$ cat src/rtl/proc_param_multiciclo_pkg.sv
// proc_param_pkg: opcodes, FSM states and ALU selects shared by the multi-cycle core.
package proc_param_pkg;
    localparam logic [2:0] OP_MV  = 3'd0;
    localparam logic [2:0] OP_MVI = 3'd1;
    localparam logic [2:0] OP_ADD = 3'd2;
    localparam logic [2:0] OP_SUB = 3'd3;
    localparam logic [2:0] OP_AND = 3'd4;
    localparam logic [2:0] OP_OR  = 3'd5;
    localparam logic [2:0] OP_SLT = 3'd6;
    localparam logic [2:0] OP_RSV = 3'd7;
    typedef enum logic [1:0] {IDLE, T1, T2, T3} state_t;
    // Ordered so that an ALU opcode minus OP_ADD gives its select.
    typedef enum logic [2:0] {ALU_ADD, ALU_SUB, ALU_AND, ALU_OR, ALU_SLT} alu_op_t;
endpackage

$ cat src/rtl/proc_param_multiciclo_if.sv
// proc_param_if: control/data bundle of the multi-cycle core.
// Flag signals exist only when STATUS_FLAGS_EN is defined.
interface proc_param_if #(
    parameter int DATA_W = 16,
    parameter int NREG   = 8
);
    localparam int REG_W = $clog2(NREG);
    logic                 run;
    logic [3+2*REG_W-1:0] ir;
    logic [DATA_W-1:0]    din;
    logic                 done;
    logic                 busy;
    logic [DATA_W-1:0]    bus_out;
    logic [REG_W-1:0]     dbg_sel;
    logic [DATA_W-1:0]    dbg_data;
`ifdef STATUS_FLAGS_EN
    logic flag_z, flag_n, flag_c;
    modport master (output run, ir, din, dbg_sel, input done, busy, bus_out, dbg_data, flag_z, flag_n, flag_c);
    modport slave  (input run, ir, din, dbg_sel, output done, busy, bus_out, dbg_data, flag_z, flag_n, flag_c);
`else
    modport master (output run, ir, din, dbg_sel, input done, busy, bus_out, dbg_data);
    modport slave  (input run, ir, din, dbg_sel, output done, busy, bus_out, dbg_data);
`endif
endinterface

$ cat src/rtl/proc_param_multiciclo_alu.sv
// alu_param: combinational add/sub/and/or/slt with carry (NOT borrow for sub).
module alu_param
    import proc_param_pkg::*;
#(
    parameter int DATA_W = 16
) (
    input  alu_op_t           i_op,
    input  logic [DATA_W-1:0] i_a,
    input  logic [DATA_W-1:0] i_b,
    output logic [DATA_W-1:0] o_y,
    output logic              o_c
);
    logic              w_sub;
    logic [DATA_W-1:0] w_b;
    logic [DATA_W:0]   w_sum;
    assign w_sub = i_op == ALU_SUB;
    assign w_b   = w_sub ? ~i_b : i_b;
    assign w_sum = {1'b0, i_a} + {1'b0, w_b} + {{DATA_W{1'b0}}, w_sub};
    assign o_y   = (i_op == ALU_ADD || w_sub) ? w_sum[DATA_W-1:0] :
                   (i_op == ALU_AND) ? (i_a & i_b) :
                   (i_op == ALU_OR)  ? (i_a | i_b) :
                   {{(DATA_W-1){1'b0}}, $signed(i_a) < $signed(i_b)};
    assign o_c   = (i_op == ALU_ADD || w_sub) & w_sum[DATA_W];
endmodule

$ cat src/rtl/proc_param_multiciclo.sv
// proc_param_multiciclo: multi-cycle core with NREG registers, A/G, shared bus and IDLE/T1/T2/T3 FSM.
// Define STATUS_FLAGS_EN to add Z/N/C flags captured on the G write.
module proc_param_multiciclo
    import proc_param_pkg::*;
#(
    parameter int DATA_W = 16,
    parameter int NREG   = 8
) (
    input logic         clock,
    input logic         resetn,
    proc_param_if.slave p
);
    localparam int REG_W = $clog2(NREG);
    localparam int IR_W  = 3 + 2*REG_W;
    state_t            r_state, w_next;
    logic [DATA_W-1:0] r_reg [NREG];
    logic [DATA_W-1:0] r_a, r_g, w_bus, w_alu_y;
    logic [IR_W-1:0]   r_ir;
    logic [2:0]        w_op;
    logic [REG_W-1:0]  w_rx, w_ry;
    logic              w_is_alu, w_alu_c, w_done, w_reg_we, w_a_we, w_g_we;
    alu_op_t           w_alu_op;
    assign w_op     = r_ir[IR_W-1 -: 3];
    assign w_rx     = r_ir[2*REG_W-1 -: REG_W];
    assign w_ry     = r_ir[REG_W-1:0];
    assign w_is_alu = !(w_op inside {OP_MV, OP_MVI, OP_RSV});
    assign w_alu_op = w_is_alu ? alu_op_t'(w_op - OP_ADD) : ALU_ADD;

    always_ff @(posedge clock or negedge resetn)
        if (!resetn) r_state <= IDLE;
        else         r_state <= w_next;

    always_comb
        w_next = (r_state == IDLE) ? (p.run ? T1 : IDLE) :
                 (r_state == T1 && w_is_alu) ? T2 :
                 (r_state == T2) ? T3 : IDLE;

    always_comb begin
        w_a_we   = r_state == T1 && w_is_alu;
        w_g_we   = r_state == T2;
        w_reg_we = (r_state == T1 && (w_op == OP_MV || w_op == OP_MVI)) || r_state == T3;
        w_done   = (r_state == T1 && !w_is_alu) || r_state == T3;
        w_bus    = (r_state == T1) ? ((w_op == OP_MV)  ? r_reg[w_ry] :
                                      (w_op == OP_MVI) ? p.din :
                                      w_is_alu         ? r_reg[w_rx] : '0) :
                   (r_state == T2) ? r_reg[w_ry] :
                   (r_state == T3) ? r_g : '0;
    end

    always_ff @(posedge clock or negedge resetn)
        if (!resetn) begin
            for (int i = 0; i < NREG; i++) r_reg[i] <= '0;
            r_a  <= '0;
            r_g  <= '0;
            r_ir <= '0;
        end else begin
            if (r_state == IDLE && p.run) r_ir <= p.ir;
            if (w_a_we)   r_a <= w_bus;
            if (w_g_we)   r_g <= w_alu_y;
            if (w_reg_we) r_reg[w_rx] <= w_bus;
        end

    alu_param #(.DATA_W(DATA_W)) u_alu (
        .i_op(w_alu_op),
        .i_a (r_a),
        .i_b (w_bus),
        .o_y (w_alu_y),
        .o_c (w_alu_c)
    );

    assign p.done     = w_done;
    assign p.busy     = r_state != IDLE;
    assign p.bus_out  = w_bus;
    assign p.dbg_data = r_reg[p.dbg_sel];

`ifdef STATUS_FLAGS_EN
    logic r_fz, r_fn, r_fc;
    always_ff @(posedge clock or negedge resetn)
        if (!resetn) begin
            r_fz <= 1'b0;
            r_fn <= 1'b0;
            r_fc <= 1'b0;
        end else if (w_g_we) begin
            r_fz <= w_alu_y == '0;
            r_fn <= w_alu_y[DATA_W-1];
            r_fc <= w_alu_c;
        end
    assign p.flag_z = r_fz;
    assign p.flag_n = r_fn;
    assign p.flag_c = r_fc;
`else
    logic w_unused_c;
    assign w_unused_c = w_alu_c;
`endif
endmodule
$ cat src/flat_wrapper.sv
// flat-port wrapper written by rule: the top's interface ports become plain ports
module proc_param_multiciclo_flat import proc_param_pkg::*;
#(
    parameter int DATA_W = 16,
    parameter int NREG   = 8
)
  (clock, resetn, p_run, p_ir, p_din, p_dbg_sel, p_done, p_busy, p_bus_out, p_dbg_data);
  proc_param_if #(.DATA_W(DATA_W), .NREG(NREG)) p_i ();
  input logic clock;
  input logic resetn;
  input wire logic [$bits(p_i.run)-1:0] p_run;
  input wire logic [$bits(p_i.ir)-1:0] p_ir;
  input wire logic [$bits(p_i.din)-1:0] p_din;
  input wire logic [$bits(p_i.dbg_sel)-1:0] p_dbg_sel;
  output wire logic [$bits(p_i.done)-1:0] p_done;
  output wire logic [$bits(p_i.busy)-1:0] p_busy;
  output wire logic [$bits(p_i.bus_out)-1:0] p_bus_out;
  output wire logic [$bits(p_i.dbg_data)-1:0] p_dbg_data;
  assign p_i.run = p_run;
  assign p_i.ir = p_ir;
  assign p_i.din = p_din;
  assign p_i.dbg_sel = p_dbg_sel;
  assign p_done = p_i.done;
  assign p_busy = p_i.busy;
  assign p_bus_out = p_i.bus_out;
  assign p_dbg_data = p_i.dbg_data;
  proc_param_multiciclo #(.DATA_W(DATA_W), .NREG(NREG)) u_core (.clock(clock), .resetn(resetn), .p(p_i));
endmodule
$ cat config.mk
export PLATFORM = sky130hd
export DESIGN_NAME = proc_param_multiciclo_flat
export DESIGN_NICKNAME = d
export VERILOG_FILES = /design/src/rtl/proc_param_multiciclo_pkg.sv /design/src/rtl/proc_param_multiciclo_if.sv /design/src/rtl/proc_param_multiciclo_alu.sv /design/src/rtl/proc_param_multiciclo.sv /design/src/flat_wrapper.sv
export SDC_FILE = /design/constraint.sdc
export NUM_CORES = 1
export LEC_CHECK = 0
export ABC_AREA = 1
export BUFFER_PORTS_ARGS = -buffer_cell sky130_fd_sc_hd__buf_2
export CAP_MARGIN = 20
export CORE_MARGIN = 2
export CORE_UTILIZATION = 41
export DETAILED_ROUTE_END_ITERATION = 7
export MAX_ROUTING_LAYER = met4
export PLACE_DENSITY = 0.63
export SLEW_MARGIN = 15
export SYNTH_ARGS = -nofsm -noshare
export SYNTH_HDL_FRONTEND = slang
export SYNTH_SLANG_ARGS = --single-unit
$ cat constraint.sdc
create_clock -name clock -period 3.6 [get_ports clock]
set_input_delay 0.36 -clock clock [delete_from_list [all_inputs] [get_ports clock]]
set_output_delay 0.36 -clock clock [all_outputs]
set_load 0.01 [all_outputs]
After elaboration in Yosys (flattened, before gate mapping)
Cells that the tools add are included.
- logic and storage cells: 76
- register bits: 171
- output and inout bits: 34
- add/subtract/negate cells: 3
- reductions and logical operators: 15
- order comparisons: 5
- multiplexer cells: 27
- equality and inequality tests: 8
- bitwise gates (word level): 6
- operators with widths (cell ; count):
    $mux W16 ; 17
    $bmux W16 S3 ; 3
    $bwmux W128 ; 1
    $demux W16 S3 ; 1
    $add A16 B1 Y16 ; 1
    $add A16 B16 Y16 ; 1
    $and A16 B16 Y16 ; 1
    $lt A16 B16 Y1 ; 1
    $not A16 Y16 ; 1
    $or A16 B16 Y16 ; 1
    $ge A4 B4 Y1 const B ; 3
    $not A3 Y4 ; 3
    $eq A3 B1 Y1 const B ; 2
    $eq A3 B2 Y1 const B ; 2
    $logic_not A3 Y1 ; 2
    $mux W2 ; 3
    $logic_and A1 B1 Y1 ; 5
    $eq A2 B2 Y1 const B ; 2
    $logic_or A1 B1 Y1 ; 4
    $lt A4 B1 Y1 const B ; 1
    $eq A3 B3 Y1 const B ; 1
    $mux W3 ; 1
    $reduce_bool A3 Y1 ; 1
    $sub A3 B2 Y3 const B ; 1
    other kinds (5) ; 5

Logic depth before layout (Yosys ltp)
- depth in word-level cells: 13
- depth in mapped cells: 24
- gate-level depth less buffers: 23

By module
A second synthesis with hierarchy kept.
- cell total of the unflattened synthesis: 1991
- area, all modules: 13090.1 um2
- modules (own cells, without submodules) (module ; area each (um2) ; sequential area each (um2) ; cells an instance ; instances):
    proc_param_multiciclo ; 10966.8 ; 4279.1 ; 1657 ; 1
    alu_param ; 2123.3 ; 0.0 ; 334 ; 1

Worst setup path after synthesis
No wires, ideal clock.
- kind: reg2reg
- from: reg u_core.r_ir[0]
- to: reg u_core.r_g[14]
- required time: 3523 ps
- setup time: 77 ps
- slack: 255 ps
- data arrival time: 3268 ps
- cell stages (with the launch flop): 24
- path buffers: 4
- path through: dfrtp_1 buf_4 buf_4 buf_2 a21oi_1 o21ai_0 nand3_1 nand2_1 a21oi_1 nand2_1 buf_2 xor2_1 ha_1 a21oi_1 nand2_1 nand2_1 nand2_1 a21boi_0 o21ai_0 a21oi_1 o21bai_1 a21oi_1 o21ai_0 a21oi_1
- word-level cells in the longest chain between the ends: 11
- elaborated cells between the ends (all ways): 16
- those cells by class: 2 x add/sub; 10 x mux; 4 x bitwise
- RTL lines (what ; line ; text):
    from (decl) ; proc_param_multiciclo.sv:18 ; logic [IR_W-1:0] r_ir;
    from (signal assigned) ; proc_param_multiciclo.sv:57 ; if (r_state == IDLE && p.run) r_ir <= p.ir;
    $not A3 Y4 (implied by the code) (*) ; proc_param_multiciclo.sv:43, proc_param_multiciclo.sv:46 ;
    $bmux W16 S3 (*) ; proc_param_multiciclo.sv:43, proc_param_multiciclo.sv:46 ;
    $mux W16 (implied by the code) (*) (2 in a row) ; proc_param_multiciclo.sv:43, proc_param_multiciclo.sv:46 ;
    $mux W16, on equally long branches ; proc_param_multiciclo.sv:46, proc_param_multiciclo.sv:43 ;
    $mux W16 (*) ; proc_param_multiciclo.sv:43 ; w_bus = (r_state == T1) ? ((w_op == OP_MV) ? r_reg[w_ry] :
    net p_bus_out[3] ; flat_wrapper.sv:17 ; output wire logic [$bits(p_i.bus_out)-1:0] p_bus_out;
    $not A16 Y16 ; proc_param_multiciclo_alu.sv:17 ; assign w_b = w_sub ? ~i_b : i_b;
    $mux W16 (*) ; proc_param_multiciclo_alu.sv:17 ;
    $add A16 B16 Y16 (*) ; proc_param_multiciclo_alu.sv:18 ; assign w_sum = {1'b0, i_a} + {1'b0, w_b} + {{DATA_W{1'b0}}, w_sub};
    $add A16 B1 Y16 (*) ; proc_param_multiciclo_alu.sv:18 ;
    $mux W16 (*) ; proc_param_multiciclo_alu.sv:19 ; assign o_y = (i_op == ALU_ADD || w_sub) ? w_sum[DATA_W-1:0] :
    to (signal assigned) ; proc_param_multiciclo.sv:59 ; if (w_g_we) r_g <= w_alu_y;
    to (decl) ; proc_param_multiciclo.sv:17 ; logic [DATA_W-1:0] r_a, r_g, w_bus, w_alu_y;
Mark *: on every way through the listed nets, which the timed path passes. The rest lies on a longest branch. The select of a mux whose other input is x is not followed.
A chain may end at the register's enable or synchronous reset.

Worst setup path in the final report
- from: reg u_core.r_ir[5]
- to: reg u_core.r_g[14]
- word-level cells in the longest chain between the ends: 13
- elaborated cells between the ends (all ways): 17
- those cells by class: 2 x add/sub; 11 x mux; 4 x bitwise
- RTL lines (what ; line ; text):
    $not A3 Y4 (implied by the code) (*) ; proc_param_multiciclo.sv:45 ; w_is_alu ? r_reg[w_rx] : '0) :
    $bmux W16 S3 (*) ; proc_param_multiciclo.sv:45 ;
    $mux W16 (implied by the code) (*) (2 in a row) ; proc_param_multiciclo.sv:45 ;
    $mux W16 (*) ; proc_param_multiciclo.sv:45 ;
    $mux W16 (*) ; proc_param_multiciclo.sv:44 ; (w_op == OP_MVI) ? p.din :
    $mux W16 (*) (2 in a row) ; proc_param_multiciclo.sv:43 ;
    $not A16 Y16 ; proc_param_multiciclo_alu.sv:17 ;
    $mux W16 ; proc_param_multiciclo_alu.sv:17 ;
    $add A16 B16 Y16 ; proc_param_multiciclo_alu.sv:18 ;
    $add A16 B1 Y16 ; proc_param_multiciclo_alu.sv:18 ;
    $mux W16 (*) ; proc_param_multiciclo_alu.sv:19 ;
Every way passes the cells marked *; elsewhere a longest branch is shown, timed or not. The select of a mux whose other input is x is not followed.

==> impl_metrics.toml <==
[status]
status = "finished, violations left"
violations = "hold timing"

[critical_path]
cp-startpoint = "u_core.r_ir[5]"
worst-path-stages = 20
end_kind = "flop"
rr_worst_depth = 20
cp.arrival_ps = 3820
cp_top_family = "compound AO/OA/AOI/OAI gates"
cp.required_ps = 3960
path_max_fanout = 11
start_kind = "flop"
cp_num_buf_inv = 2
crit_end = "u_core.r_g[14]"
crit_chain = "buf_4, nand3_1, buf_12, o22ai_1, a221oi_1, o2111ai_1, nand3_1, nand2_1, xor2_1, ha_1, a21oi_2, o21a_1, nand2_2, a21boi_2, o21ai_2, a21oi_2, o21bai_1, a21oi_1, o21ai_0, a21oi_1"
crit_path_max_incr_delay_ps = 470
rr_endpoint = "u_core.r_g[14]"
crit_path_top_delay_cell = "dfrtp_2"
timing.reg2reg.setup_slack_ps = 140
timing.rr.start = "u_core.r_ir[5]"
criticalPathCategory = "flop to flop"

[timing]
slew_violations = 0
hold_viol = 8
slew_headroom = 0.2791
rsz0062_at_grt = "yes"
period_needed_ps = 3457
timing.final.crit_share = 0.9602
final.setup.tns_ps = 0
setup_viol = 0
worst_pin_slew_ps = 1080
final.setup_skew_ps = 15.75
fmax_mhz = 289.3
holdWs_ps = -41.65

[final_layout]
final_nets = 1798
syn_to_final_growth_pct = 17.64
diodes = 0
largest_reg_flops = 128
drive_above_1_share = 0.1619

[synth]
synth_cell_type_count = 50
synth-seq-cells = 171
yosys.area_share.simple = 0.1713
synth_top_family_by_area = "compound AO/OA/AOI/OAI gates"
synth_area_leaders = "dfrtp_1 (37%), o21ai_0 (12%), nand2_1 (10%)"
yosys.area.top_type_share = 0.3659
synth_adder_area_share = 0.06805
netlist_area_sq_um = 11690
synth_cells = 1618
syn_avg_cell_area_sq_um = 7.227
ys_async_sr_fraction = 1.000
synth_compound_area_frac = 0.2799
synth_xor_xnor_area_share = 0.01798
yosysTopAreaCell = "dfrtp_1"
synthMuxAreaShare = 0.0009630
dominantRegCellSynth = "dfrtp_1"
synth_edf_count = 0
synth.net_count = 1712
yosysSeqAreaShare = 0.3659
ys_warn_count = 0

[route]
totalWireLength_microns = 43050
avgViaCountPerCell = 5.727
drtIter0Drc = 1385
ant_nets = 0
drc = 0
wl_per_cell_microns = 20.55
vias = 12000
first_pass_iters = 5

[cts]
postCtsHoldBufs = 0
clock-sinks = 171
cts_max_path_buffers = 2
ctsHtreeMaxLevel = 4
clock-root-buffer = "clkbuf_16"
cts_tree = "done"
clk_pin_slew_ps = 80
clock_latency_ps = 440
cts_buffers = 17

[floorplan]
die_area_sq_um = 29890
die_y_microns = 172.9
coreArea_sq_um = 27930
die_w_microns = 172.9
pin_count = 65
rows = 61
initial_core_util = 0.4186

[grt]
grt_pass1_vias = 11320
grt_max_degree = 89
grt_pass1_wl_microns = 67260
grt-ovfl-total = 0
grt_antenna_before_repair = 0
track_usage = 0.2965

[worst_hold_path]
min_path_type = "input port to asynchronous set/reset pin"

[place]
io_buffers = 64
gp_congestion = 1.029
dp_hpwl_microns = 30390

[flow_run]
cap_violations = 0
[cells in the mapped netlist (26+ instances only)]
cell	number
nand3_1	46
nand2_1	313
buf_2	29
a31oi_1	26
clkbuf_1	60
nor2_1	105
dfrtp_1	171
inv_1	158
o22ai_1	32
ha_1	62
o21ai_0	273
a21oi_1	170
[layer usage]
layer	up-vias	global-route usage	part of all wire
met5	-	-	0
met4	0	0.06568	0.019
met3	73	0.06574	0.092
met2	599	0.4487	0.45
met1	5675	0.4069	0.44
li1	5652	-	-
[cell usage in the layout (no fill, tap or decap), types with 6 or more instances in the layout]
cell	count
a211oi_1	10
nor2_1	102
a21oi_2	6
nand3_1	45
o2111ai_1	9
nand2_1	307
nand2_2	15
inv_6	6
clkbuf_16	17
ha_1	62
a221oi_1	11
xor2_1	20
buf_2	63
buf_12	14
inv_2	8
o221ai_1	6
buf_4	90
dfrtp_1	166
o21ai_1	20
o22ai_1	32
o21ai_0	268
a21oi_1	165
a31oi_1	24
inv_1	153
[cell type report]
cell class                      count  area [sq um]
Inverter                          168         640.6
Tap cell                          378         473.0
Timing Repair Buffer              172          1331
Multi-Input combinational cell   1174          6485
Sequential cell                   171          4285
Clock inverter                     12         105.1
Fill cell                        2859         14180
Clock buffer                       20         436.7
[metrics by stage]
stage | utilization | instances | worst slack [ps] | instance area, sq um | hold WS, ps
2_1_floorplan | - | 1618 | 254.8 | 11690 | 64.41
5_1_grt | 0.4925 | 2095 | -68.30 | 13760 | 50.36
4_1_cts | 0.4828 | 2087 | -48.58 | 13490 | 33.27
6_report | 0.4925 | 2095 | 143.1 | 13760 | -41.65
3_5_place_dp | 0.4630 | 2055 | -77.88 | 12930 | 473.5
3_3_place_gp | 0.4630 | 2055 | -29.76 | 12930 | 466.5
[worst register-to-register path: cells and delay by family, from the launching register on]
family / cells / cell delay, ps
AND/OR/NAND/NOR: 4 / 380
XOR/XNOR: 1 / 160
flip-flops: 1 / 470
adder cells (fa/ha/maj): 1 / 360
AO/OA/AOI/OAI: 12 / 1670
buffers and inverters: 2 / 320
[what timing repair did]
| item | CTS | global route |
|---|---|---|
| buffers inserted | 0 | 7 |
| gates resized for setup | 3 | 60 |
| endpoints found under the setup margin | 3 | 7 |
| endpoints found under the hold margin | 0 | 0 |
| pin swaps | 0 | 18 |
[how the worst min path moves through the flow]
stage                          start                    endpoint  slack, ps  cells past startpoint
detailed placement  u_core.r_reg[41]            u_core.r_reg[41]        470                      2
global placement    u_core.r_reg[93]            u_core.r_reg[93]        470                      2
finish                        resetn           u_core.r_reg[123]        -40                      1
CTS                           resetn           u_core.r_reg[107]         30                      1
global route                  resetn           u_core.r_reg[123]         50                      1
floorplan                     resetn  asynchronous set/reset pin         60                      0
[logic make-up after synthesis]
group	count (synthesis)
xor+xnor	24
simple gates	496
compound gates	590
mux	1
fa+ha+maj	63
buf+inv	273
flops	171
Power is not shown: default switching activity piles up to over one toggle a cycle in this logic, so the estimate is an artifact.
